## src/rtl/div_if.sv

```systemverilog
// Handshake and data bundle between the execute stage and the divider.
interface div_if #(
    parameter int DATA_W = 32
);
    logic                  signed_div_i;
    logic [DATA_W-1:0]     opdata1_i;
    logic [DATA_W-1:0]     opdata2_i;
    logic                  start_i;
    logic                  annul_i;
    logic [2*DATA_W-1:0]   result_o;
    logic                  ready_o;

    // execute stage side
    modport master (
        output signed_div_i, opdata1_i, opdata2_i, start_i, annul_i,
        input  result_o, ready_o
    );

    // divider side
    modport slave (
        input  signed_div_i, opdata1_i, opdata2_i, start_i, annul_i,
        output result_o, ready_o
    );
endinterface

```

## src/rtl/div_unit.sv

```systemverilog
// Multi-cycle radix-2 restoring divider for DIV/DIVU.
// Operands are latched as magnitudes; signs are reapplied on the final edge,
// giving truncating (round-toward-zero) MIPS semantics.
module div_unit #(
    parameter int DATA_W = 32
) (
    input  logic   clk,
    input  logic   rst,
    div_if.slave   div
);
    localparam int CNT_W = $clog2(DATA_W + 1);
    localparam logic [CNT_W-1:0] CNT_END = CNT_W'(DATA_W);
    localparam logic [CNT_W-1:0] CNT_ONE = CNT_W'(1);

    typedef enum logic [1:0] {FREE, BYZERO, ON, END} state_e;

    state_e                state_q;
    logic [CNT_W-1:0]      cnt_q;
    logic [DATA_W-1:0]     rem_q;      // partial remainder
    logic [DATA_W-1:0]     dq_q;       // dividend shifting out, quotient shifting in
    logic [DATA_W-1:0]     dvs_q;      // divisor magnitude
    logic                  sgn_q;
    logic                  neg1_q;
    logic                  neg2_q;
    logic [2*DATA_W-1:0]   result_q;
    logic                  ready_q;

    logic [DATA_W-1:0]     abs1, abs2;
    logic [DATA_W:0]       pr;
    logic                  ge;
    logic [DATA_W-1:0]     diff;
    logic [DATA_W-1:0]     rem_d, dq_d;
    logic [DATA_W-1:0]     quo_fix, rem_fix;

    // operand magnitudes (raw operands in unsigned mode)
    always_comb begin
        abs1 = (div.signed_div_i && div.opdata1_i[DATA_W-1]) ? -div.opdata1_i : div.opdata1_i;
        abs2 = (div.signed_div_i && div.opdata2_i[DATA_W-1]) ? -div.opdata2_i : div.opdata2_i;
    end

    // one restoring step: shift in next dividend bit, subtract if it fits
    always_comb begin
        pr    = {rem_q, dq_q[DATA_W-1]};
        ge    = (pr >= {1'b0, dvs_q});
        // when ge holds the true difference is below the divisor, so the
        // low DATA_W bits of the subtraction are exact
        diff  = pr[DATA_W-1:0] - dvs_q;
        rem_d = ge ? diff : pr[DATA_W-1:0];
        dq_d  = {dq_q[DATA_W-2:0], ge};
    end

    // sign correction applied when the result is loaded
    always_comb begin
        quo_fix = (sgn_q && (neg1_q ^ neg2_q)) ? -dq_q : dq_q;
        rem_fix = (sgn_q && neg1_q) ? -rem_q : rem_q;
    end

    // control FSM with registered result and ready
    always_ff @(posedge clk) begin
        if (rst) begin
            state_q  <= FREE;
            cnt_q    <= '0;
            rem_q    <= '0;
            dq_q     <= '0;
            dvs_q    <= '0;
            sgn_q    <= 1'b0;
            neg1_q   <= 1'b0;
            neg2_q   <= 1'b0;
            result_q <= '0;
            ready_q  <= 1'b0;
        end else begin
            case (state_q)
                FREE: begin
                    ready_q  <= 1'b0;
                    result_q <= '0;
                    if (div.start_i && !div.annul_i) begin
                        sgn_q  <= div.signed_div_i;
                        neg1_q <= div.opdata1_i[DATA_W-1];
                        neg2_q <= div.opdata2_i[DATA_W-1];
                        dq_q   <= abs1;
                        dvs_q  <= abs2;
                        rem_q  <= '0;
                        cnt_q  <= '0;
                        state_q <= (div.opdata2_i == '0) ? BYZERO : ON;
                    end
                end
                BYZERO: begin
                    result_q <= '0;
                    ready_q  <= 1'b1;
                    state_q  <= END;
                end
                ON: begin
                    if (div.annul_i) begin
                        state_q <= FREE;
                        ready_q <= 1'b0;
                    end else if (cnt_q != CNT_END) begin
                        rem_q <= rem_d;
                        dq_q  <= dq_d;
                        cnt_q <= cnt_q + CNT_ONE;
                    end else begin
                        result_q <= {rem_fix, quo_fix};
                        ready_q  <= 1'b1;
                        state_q  <= END;
                    end
                end
                END: begin
                    if (!div.start_i || div.annul_i) begin
                        state_q  <= FREE;
                        ready_q  <= 1'b0;
                        result_q <= '0;
                    end
                end
                default: state_q <= FREE;
            endcase
        end
    end

    assign div.result_o = result_q;
    assign div.ready_o  = ready_q;
endmodule

```

## src/flat_wrapper.sv

```systemverilog
// flat-port wrapper written by rule: the top's interface ports become plain ports
module div_unit_flat 
#(
    parameter int DATA_W = 32
)
  (clk, rst, div_signed_div_i, div_opdata1_i, div_opdata2_i, div_start_i, div_annul_i, div_result_o, div_ready_o);
  div_if #(.DATA_W(DATA_W)) div_i ();
  input  logic clk;
  input  logic rst;
  input wire logic [$bits(div_i.signed_div_i)-1:0] div_signed_div_i;
  input wire logic [$bits(div_i.opdata1_i)-1:0] div_opdata1_i;
  input wire logic [$bits(div_i.opdata2_i)-1:0] div_opdata2_i;
  input wire logic [$bits(div_i.start_i)-1:0] div_start_i;
  input wire logic [$bits(div_i.annul_i)-1:0] div_annul_i;
  output wire logic [$bits(div_i.result_o)-1:0] div_result_o;
  output wire logic [$bits(div_i.ready_o)-1:0] div_ready_o;
  assign div_i.signed_div_i = div_signed_div_i;
  assign div_i.opdata1_i = div_opdata1_i;
  assign div_i.opdata2_i = div_opdata2_i;
  assign div_i.start_i = div_start_i;
  assign div_i.annul_i = div_annul_i;
  assign div_result_o = div_i.result_o;
  assign div_ready_o = div_i.ready_o;
  div_unit #(.DATA_W(DATA_W)) u_core (.clk(clk), .rst(rst), .div(div_i));
endmodule
```

## config.mk

```make
export PLATFORM = sky130hd
export DESIGN_NAME = div_unit_flat
export DESIGN_NICKNAME = d
export VERILOG_FILES = /design/src/rtl/div_if.sv /design/src/rtl/div_unit.sv /design/src/flat_wrapper.sv
export SDC_FILE = /design/constraint.sdc
export NUM_CORES = 1
export LEC_CHECK = 0
export CAP_MARGIN = 5
export CELL_PAD_IN_SITES_DETAIL_PLACEMENT = 1
export CELL_PAD_IN_SITES_GLOBAL_PLACEMENT = 1
export CORE_MARGIN = 2
export CORE_UTILIZATION = 45
export CTS_BUF_LIST = sky130_fd_sc_hd__clkbuf_4 sky130_fd_sc_hd__clkbuf_8 sky130_fd_sc_hd__clkbuf_16
export DETAILED_ROUTE_END_ITERATION = 7
export GPL_TIMING_DRIVEN = 1
export HOLD_SLACK_MARGIN = 0.08
export PLACE_DENSITY_LB_ADDON = 0.1
export SETUP_SLACK_MARGIN = 0.2
export SYNTH_ARGS = -nofsm -noshare
export SYNTH_HDL_FRONTEND = slang
export SYNTH_SLANG_ARGS = --single-unit
```

## constraint.sdc

```tcl
create_clock -name clk -period 8.4 [get_ports clk]
set_clock_uncertainty 0.1 [all_clocks]
set_input_delay 1.26 -clock clk [delete_from_list [all_inputs] [get_ports clk]]
set_output_delay 1.26 -clock clk [all_outputs]
set_load 0.01 [all_outputs]
```

# Word level (Yosys, flattened, before mapping)
# Cells that the tools add are included.
dict set report word_totals {
  wordCells 76
  input_bits 69
  ff_bits 172
}
dict set report op_classes {
  add_sub_neg 6
  reduce_logical 17
  n_lt_le_gt_ge 1
  bitwise_logic 1
  n_mux 31
  n_eq_ne 10
}
# cell count
set ops {}
lappend ops {{2-to-1 mux 32 bit} 11}
lappend ops {{2-to-1 mux 64 bit} 3}
lappend ops {{one-hot mux 64 bit (3 select lines)} 1}
lappend ops {{negation 32 bit} 4}
lappend ops {{one-hot mux 32 bit (2 select lines)} 2}
lappend ops {{>= comparator 33 x 32 -> 1 bit} 1}
lappend ops {{logical NOT 32 bit} 1}
lappend ops {{subtractor 32 bit} 1}
lappend ops {{2-to-1 mux 6 bit} 3}
lappend ops {{one-hot mux 6 bit (2 select lines)} 1}
lappend ops {{2-to-1 mux 2 bit} 5}
lappend ops {{one-hot mux 2 bit (4 select lines)} 1}
lappend ops {{adder 6 x 1 -> 6 bit, second input constant} 1}
lappend ops {{!= test 2 x 1 -> 1 bit, second input constant} 3}
lappend ops {{!= test 6 bit, second input constant} 1}
lappend ops {{AND reduction 3 bit} 2}
lappend ops {{logical AND 1 bit} 5}
lappend ops {{== test 2 bit, second input constant} 2}
lappend ops {{!= test 2 bit, second input constant} 2}
lappend ops {{one-hot mux 1 bit (4 select lines)} 1}
lappend ops {{AND reduction 2 bit} 2}
lappend ops {{AND reduction 4 bit} 1}
lappend ops {{2-to-1 mux 1 bit} 3}
lappend ops {{!= test 3 bit, second input constant} 1}
lappend ops {{7 further kinds} 8}

# Longest topological paths before layout
# Gate-level depths: netlist of run 1.
dict set report logic_depth {
  depth_word 6
  ltp_mapped 13
}

# Least setup slack after synthesis of run 1
# No wires, ideal clock.
dict set report synth_path {
  kind {input to register}
  from {in div_opdata1_i[8]}
  to {reg u_core.dq_q[28]}
  path_stages 8
  setup_ps 74
  setup_slack_ps 5135
  t_required_ps 8226
  n_path_buf 0
  arrival_ps 3091
  cell_sequence {or3_1 > nor4_4 > a31o_2 > o21ai_0 > a21oi_1 > xor2_1 > or3_1 > a31oi_1}
}
dict set report synth_via {
  elab_chain_cells 4
}
# element line_no
set synth_lines {}
lappend synth_lines {{start: declaration} flat_wrapper.sv:11} ;# input wire logic [$bits(div_i.opdata1_i)-1:0] div_opdata1_i;
lappend synth_lines {{negation 32 bit} div_unit.sv:37} ;# abs1 = (div.signed_div_i && div.opdata1_i[DATA_W-1]) ? -div.opdata1_i : div.opdata1_i;
lappend synth_lines {{2-to-1 mux 32 bit} div_unit.sv:37}
lappend synth_lines {{2-to-1 mux 32 bit} div_unit.sv:76} ;# if (div.start_i && !div.annul_i) begin
lappend synth_lines {{one-hot mux 32 bit (2 select lines)} div_unit.sv:72} ;# case (state_q)
lappend synth_lines {{end signal: assignment} div_unit.sv:80} ;# dq_q <= abs1;
lappend synth_lines {{end signal: assignment} div_unit.sv:98} ;# dq_q <= dq_d;
lappend synth_lines {{end: declaration} div_unit.sv:20} ;# logic [DATA_W-1:0] dq_q;
# No other way between the ends. The select of a mux whose other input is x is not followed.
# A chain may end at the register's enable or synchronous reset.

# Final worst setup path of run 1
dict set report layout_path {
  from {in div_opdata2_i[0]}
  to {reg u_core.dvs_q[30]}
}
dict set report layout_via {
  elab_chain_cells 2
}
# element line_no
set layout_lines {}
lappend layout_lines {{start: declaration} flat_wrapper.sv:12} ;# input wire logic [$bits(div_i.opdata2_i)-1:0] div_opdata2_i;
lappend layout_lines {{negation 32 bit} div_unit.sv:38} ;# abs2 = (div.signed_div_i && div.opdata2_i[DATA_W-1]) ? -div.opdata2_i : div.opdata2_i;
lappend layout_lines {{2-to-1 mux 32 bit} div_unit.sv:38}
lappend layout_lines {{end signal: assignment} div_unit.sv:81} ;# dvs_q <= abs2;
lappend layout_lines {{end: declaration} div_unit.sv:21} ;# logic [DATA_W-1:0] dvs_q;
# No other way between the ends.

==> summary.md, run 1 <==
| Metric | Value |
|---|---|
| Routed Antenna Nets | `0` |
| # setup viols final | `0` |
| Arrival time at the worst endpoint | `4.06 ns` |
| Slew @ Worst Pin | `1.096 ns` |
| Logic pwr share | `40.0%` |
| Ys async rst share | `0%` |
| PD cells | `226.5 nW/um2` |
| Routed WL per cell | `18.71 um` |
| Cell mode on critical path | `nor3b_1` |
| Max Clk Rate | `262.4 MHz` |
| Clock-pin slew on the worst setup and hold paths | `0.07 ns` |
| Status | `completed` |
| Vias in the first global route | `10541` |
| Reg power frac | `33.5%` |
| Setup_tns | `0 ns` |
| Max_cap viols | `0` |
| Worst skew pair latency | `0.44 ns` |
| Minimum clock period | `3.811 ns` |
| Final core utilization | `54.36%` |
| Dpl hpwl | `25.99 mm` |
| Total Wirelength | `34.95 mm` |
| Synth Area per Inst | `7.700 um2` |
| Post-synth EDFFs | `0` |
| Final period util | `45.37%` |
| CTS root buffer | `clkbuf_16` |
| Final nets | `1643` |
| Worst EP required | `8.65 ns` |
| Worst path slowest cell | `clkdlybuf4s50_1` |
| RSZ-0062 raised after global routing | `no` |
| Initial antenna violation count | `0` |
| Final GP Congestion | `0.9202` |
| Layout cells sized above 1 | `5.505%` |
| Global route total overflow | `0` |
| Die Y | `161.7 um` |
| Net switching power | `1.266 mW` |
| Cts hold-fix bufs | `0` |
| Dpl ws | `4.163 ns` |
| Synth Instances | `1454` |
| CP max FO | `5` |
| Min-delay worst type | `reg -> reg` |
| Core area | `24390 um2` |
| Crit Path Category | `in -> reg` |
| Die area | `26160 um2` |
| Post-CTS Resized | `0` |
| Filler Cells Inserted | `3052` |
| Worst setup SP type | `input pin` |
| Most common flop cell mapped by yosys | `dfxtp_1` |
| Worst slew margin | `26.96%` |
| Syn_nets | `1566` |
| Slew Limit Fails | `0` |
| H-tree levels | `4` |
| Residual DRC | `0` |
| First-pass GRT wire length | `56.59 mm` |
| Synth area leaders | `dfxtp_1, xnor2_1, nor2_1` |
| CTS tree | `built` |
| # rows | `57` |
| Syn. warnings | `0` |
| Initial Util | `45.90%` |
| Unique masters post-synth | `84` |
| Final Hold Fails | `0` |
| I/O Buffers | `133` |
| Worst path bufs/invs | `2` |
| Area Growth Syn to Fin | `18.43%` |
| Max incr delay on CP | `0.47 ns` |
| Non-Filler Instances | `1868` |
| Synth top area share | `30.76%` |
| N_diodes | `0` |
| Synthesized flop and latch total | `172` |
| TritonCTS Sinks | `172` |
| Mapped cell area | `11200 um2` |
| Worst hold slack | `0.3571 ns` |
| Clock share of power | `26.6%` |
| Register area share after synthesis | `30.76%` |
| Gr usage total | `26.68%` |
| Pin count of the biggest net entering global routing | `80` |
| Die width | `161.7 um` |
| Int Power | `1.737 mW` |
| CTS buffer count | `17` |
| Initial drt markers | `676` |
| Ports | `134` |
| DR vias | `10848` |
| Crit-path cells | `clkdlybuf4s50_1 -> inv_1 -> ha_1 -> nor3b_1 -> nor3b_1 -> nand2_1 -> and4bb_2 -> and2_1 -> a21oi_1 -> xnor2_1 -> a211oi_1` |
| Synth area leader | `dfxtp_1` |
| Critical Path End Type | `flip-flop` |
| Leakage | `4.764 nW` |
| CP top delay family | `simple AND/OR/NAND/NOR gates` |
| Placed instance count | `1836` |
| DRT Pass-1 Iters | `6` |
| Setup ws final | `4.589 ns` |
| Post-CTS Repair Setup Buffers | `0` |
| Clk buf depth | `2` |
| Vias per cell | `5.807` |
| Peak VDD IR | `0.1455 mV` |
| Sw frac | `42.16%` |
[power groups by stage]
stage / clock network (mW) / registers (mW) / logic (mW)
after floorplan: 0 / 0.970 / 0.891
after global placement: 0 / 1.01 / 1.14
after detailed placement: 0 / 1.02 / 1.17
after CTS: 0.808 / 1.00 / 1.19
after global routing: 0.844 / 1.01 / 1.32
final: 0.798 / 1.00 / 1.20
[layout by cell type (no fill, tap or decap), drive strengths merged, types with 29 or more instances in the layout]
cell | netlist | layout
inv | 55 | 63
xnor2 | 79 | 79
a21oi | 121 | 121
clkdlybuf4s50 | 0 | 132
a22oi | 37 | 37
a211oi | 29 | 29
o21ai | 138 | 138
ha | 42 | 42
xor2 | 62 | 62
dfxtp | 172 | 172
nor3 | 34 | 34
nor2 | 165 | 165
nand2 | 164 | 164
[synth_stat cells (4+ instances only)]
library cell	number
dfxtp_1	172
nor2_1	165
nand2_1	164
a21oi_1	120
o21ai_0	107
xnor2_1	79
xor2_1	62
clkbuf_1	61
inv_1	55
ha_1	42
a22oi_1	37
nor3_1	33
o21ai_1	30
a211oi_1	28
mux2i_1	23
nand3_1	19
o31ai_1	18
nor4_1	17
or3_1	15
a32oi_1	14
buf_2	14
a21o_1	12
and2_1	12
a31oi_1	10
nand4_1	10
a311oi_1	8
nor2b_1	8
or4_1	8
and3_1	7
nand2b_1	7
nand3b_1	6
o21a_1	6
o41ai_1	6
buf_1	4
[metal layers]
metal	vias to the layer above	track usage [%]	part of all wire (%)
met5	-	0	0
met1	5206	40.69	51
met2	280	40.05	43
met4	0	6.436	1.4
met3	37	3.115	4.7
li1	5325	-	-
[through the flow]
step                power (mW)  instance area [um2]
global route             3.179                13260
finish                   3.003                13260
floorplan                1.861                11200
global placement         2.157                12660
detailed placement       2.189                12660
CTS                      2.995                13260
[worst register-to-register path, cell delays in order (launching register included)]
cell and delay, ns:
dfxtp_1 0.42, ha_1 0.53, nand4_4 0.21, nor4_2 0.48, nand3_1 0.13, and3_4 0.21, o311ai_2 0.15, and2_0 0.20
buf_4 0.33, nand2_1 0.41, o21ai_0 0.26
[flip-flops by register name, indices dropped and copies added, names as in the netlist, 2 cells and up]
register and count:
u_core.cnt_q 6, u_core.div.result_o 64, u_core.dq_q 32, u_core.dvs_q 32, u_core.rem_q 32, u_core.state_q 2
[area by class of cell]
cell class | count | area (um2) | share of cell area, %
inverters | 55 | 206.4 | 1.557
clock buffers | 17 | 425.4 | 3.208
clock inverters | 15 | 170.2 | 1.283
well taps | 324 | 405.4 | 3.057
repair buffers | 143 | 1404 | 10.59
flip-flops and latches | 172 | 3443 | 25.97
multi-input cells | 1142 | 7204 | 54.34
[worst paths after layout]
kind / depth (start not counted) / slack (ns) / from / to
hold reg to reg: 2 / 0.36 / u_core.dvs_q[31] / u_core.dvs_q[31]
setup / recovery: 11 / 4.59 / div_opdata2_i[0] / u_core.dvs_q[30]
setup reg to reg: 10 / 4.90 / u_core.rem_q[21] / u_core.rem_q[11]
hold / removal: 2 / 0.36 / u_core.dvs_q[31] / u_core.dvs_q[31]
[cells by family after synthesis]
group	synth area share, %
simple gates	21.59
compound gates	24.45
flops	30.76
xor+xnor	11.03
buf+inv	5.241
fa+ha+maj	4.873
mux	2.056
Power figures use the tool's default switching activity.
==> run 2, diff against run 1 <==
--- a/config.mk
+++ b/config.mk
@@ -9,7 +9,7 @@
 export CELL_PAD_IN_SITES_DETAIL_PLACEMENT = 1
 export CELL_PAD_IN_SITES_GLOBAL_PLACEMENT = 1
 export CORE_MARGIN = 2
-export CORE_UTILIZATION = 45
+export CORE_UTILIZATION = 38
 export CTS_BUF_LIST = sky130_fd_sc_hd__clkbuf_4 sky130_fd_sc_hd__clkbuf_8 sky130_fd_sc_hd__clkbuf_16
 export DETAILED_ROUTE_END_ITERATION = 7
 export GPL_TIMING_DRIVEN = 1
==> constraint.sdc (replaced) <==
create_clock -name clk -period 3.3 [get_ports clk]
set_clock_uncertainty 0.1 [all_clocks]
set_input_delay 0.495 -clock clk [delete_from_list [all_inputs] [get_ports clk]]
set_output_delay 0.495 -clock clk [all_outputs]
set_load 0.01 [all_outputs]
==> run 2 against run 1 <==
Effect of this change: worst setup slack worse by 4.4 ns; non-clock buffer count up 68; sequential share of layout area down 1.4 points; die area up 18%; first-iteration DRC count down 3.4%; flip-flop and latch count unchanged; hold slack worse by 0.00096 ns; register-to-register slack worse by 4.7 ns; critical path type is now reg -> reg; largest cell class unchanged; highest routed layer unchanged.
==> summary.md, run 2 (synthesis results as in run 1) <==
| Metric | Value |
|---|---|
| WHS Path Cells | `2` |
| Pin count of the biggest net entering global routing | `69` |
| I/O Buffers | `133` |
| DRT Pass-1 Iters | `5` |
| Leakage | `5.141 nW` |
| Final Hold Fails | `0` |
| # setup viols final | `0` |
| R2R depth | `12` |
| Total Wirelength | `37.06 mm` |
| Vias in the first global route | `10569` |
| Design Power | `8.022 mW` |
| Commonest non-fill, non-tap cell in the layout | `dfxtp_1` |
| Area Growth Syn to Fin | `25.14%` |
| Arrival time at the worst endpoint | `3.37 ns` |
| Final core utilization | `48.55%` |
| H-tree levels | `4` |
| Worst setup SP type | `flip-flop` |
| CTS tree | `built` |
| Met3 Use GR | `2.121%` |
| Net switching power | `3.224 mW` |
| Post-Layout Inst Area | `14010 um2` |
| First-pass GRT wire length | `58.94 mm` |
| Clk buf depth | `2` |
| Final nets | `1711` |
| Met1 usage | `37.88%` |
| PD cells | `572.6 nW/um2` |
| Final GP Congestion | `0.9161` |
| Clock-pin slew on the worst setup and hold paths | `0.07 ns` |
| Setup_tns | `0 ns` |
| Minimum clock period | `3.141 ns` |
| Ports | `134` |
| Initial drt markers | `653` |
| Worst hold slack | `0.3561 ns` |
| DP Area | `13220 um2` |
| Crit Path Category | `reg -> reg` |
| Sw frac | `40.19%` |
| Hold endpoint | `u_core.div.result_o[47]` |
| Die area | `30850 um2` |
| Slew @ Worst Pin | `0.7566 ns` |
| RSZ-0062 raised after global routing | `yes` |
| Cell mode on critical path | `a211o_1` |
| Worst reg2reg path endpoint | `u_core.rem_q[28]` |
| Max incr delay on CP | `0.40 ns` |
| Routed WL per cell | `18.57 um` |
| Reg power frac | `31.9%` |
| Min-delay src | `u_core.div.result_o[47]` |
| Status | `completed` |
| Min-delay worst type | `reg -> reg` |
| Worst slew margin | `49.56%` |
| Setup ws final | `0.1592 ns` |
| Vias per cell | `5.446` |
| Die width | `175.6 um` |
| Initial Util | `38.80%` |
| Top Usage Layer GRT | `met1` |
| Max reg flops | `64` |
| CTS root buffer | `clkbuf_16` |
| Residual DRC | `0` |
| DR vias | `10871` |
| Layout cells sized above 1 | `10.67%` |
| Routed Antenna Nets | `0` |
| Cts hold-fix bufs | `0` |
| Max_cap viols | `0` |
| Global route total overflow | `0` |
| Most frequent cells in the layout | `dfxtp_1, nand2_1, nor2_1` |
| Clock share of power | `26.2%` |
| Worst skew pair latency | `0.45 ns` |
| Initial antenna violation count | `1` |
| CTS buffer count | `17` |
| Non-Filler Instances | `1996` |
| Gr usage total | `24.00%` |
| Placed instance count | `1955` |
| TritonCTS Sinks | `172` |
| R2R Path Start | `u_core.dq_q[31]` |
| Crit-path cells | `inv_4 -> ha_4 -> inv_2 -> fa_2 -> a211o_1 -> a211o_1 -> a21bo_4 -> a21o_1 -> a2111oi_4 -> buf_4 -> xor2_4 -> o21ai_1` |
| N_diodes | `0` |
| R2R Setup Slk | `0.16 ns` |
| CP max FO | `3` |
| Dpl ws | `-0.007331 ns` |
| Final period util | `95.18%` |
| Die Y | `175.6 um` |
| Core area | `28860 um2` |
| Dpl hpwl | `28.07 mm` |
| Max Clk Rate | `318.4 MHz` |
| Peak VDD IR | `0.2817 mV` |
| Logic pwr share | `41.9%` |
| Slew Limit Fails | `0` |
| # rows | `62` |
| Worst path slowest cell | `a2111oi_4` |
| Worst EP required | `3.53 ns` |
| Met2 Use GR | `34.88%` |
| Int Power | `4.798 mW` |
| Critical Path End Type | `flip-flop` |
## run 2: cell types whose count changed in the layout (fill, tap and decap cells not counted), moves of 3 or more
cell        previous run  this run
inv_6                  6         3
clkinv_8               5         0
clkinvlp_4             0         3
ha_1                  41        36
clkbuf_8               0         3
a21oi_2                1         4
ha_2                   1         5
buf_12                 0         3
a21oi_1              120       117
buf_4                 11        76
## run 2: how the worst max path moves through the flow
stage / startpoint / end / slack (ns) / depth (start not counted)
after floorplan: u_core.dq_q[31] / u_core.rem_q[30] / 0.45 / 12
after CTS: u_core.dq_q[31] / u_core.rem_q[30] / 0.21 / 12
after global placement: div_opdata2_i[14] / u_core.dvs_q[29] / 0.04 / 10
after detailed placement: div_opdata2_i[14] / u_core.dvs_q[29] / -0.007 / 10
after global routing: u_core.dq_q[31] / u_core.rem_q[28] / 0.07 / 12
final: u_core.dq_q[31] / u_core.rem_q[28] / 0.16 / 12
## run 2: final cells by class
type	count	area, um2
tap	384	480.5
clock buffer	21	474.2
inverter	55	209.0
timing repair buffer	211	1952
fill	3576	14850
sequential	172	3448
multi-input combinational	1142	7316
clock inverter	11	131.4
## run 2: worst max-delay path: cells and delay by family, from the launching register on
kind / cells / cell delay (ns)
xor gates and xnor gates: 1 / 0.16
DFF: 1 / 0.36
adders and majority gates: 2 / 0.49
AOI/OAI and AO/OA: 6 / 1.61
buffers and inverters: 3 / 0.30
## run 2: power by group through the flow
| stage | Sequential (mW) | Combinational [mW] | Clock [mW] |
|---|---|---|---|
| final | 2.56 | 3.36 | 2.11 |
| after global routing | 2.58 | 3.69 | 2.23 |
| after CTS | 2.54 | 3.20 | 2.15 |
| after detailed placement | 2.59 | 3.14 | 0 |
| after floorplan | 2.47 | 2.27 | 0 |
| after global placement | 2.57 | 3.11 | 0 |
## run 2: what timing repair did
| item | in CTS | in global routing |
|---|---|---|
| setup buffers | 0 | 9 |
| hold endpoints to repair | 0 | 0 |
| setup endpoints to repair | 4 | 19 |
| pin swaps | 0 | 10 |
| gates resized for setup | 5 | 24 |
## run 2: routing by layer
layer | share of wire [%] | vias up
met3 | 3.6 | 29
met4 | 1.1 | 0
met5 | 0 | -
met1 | 54 | 5172
met2 | 41 | 217
li1 | - | 5453
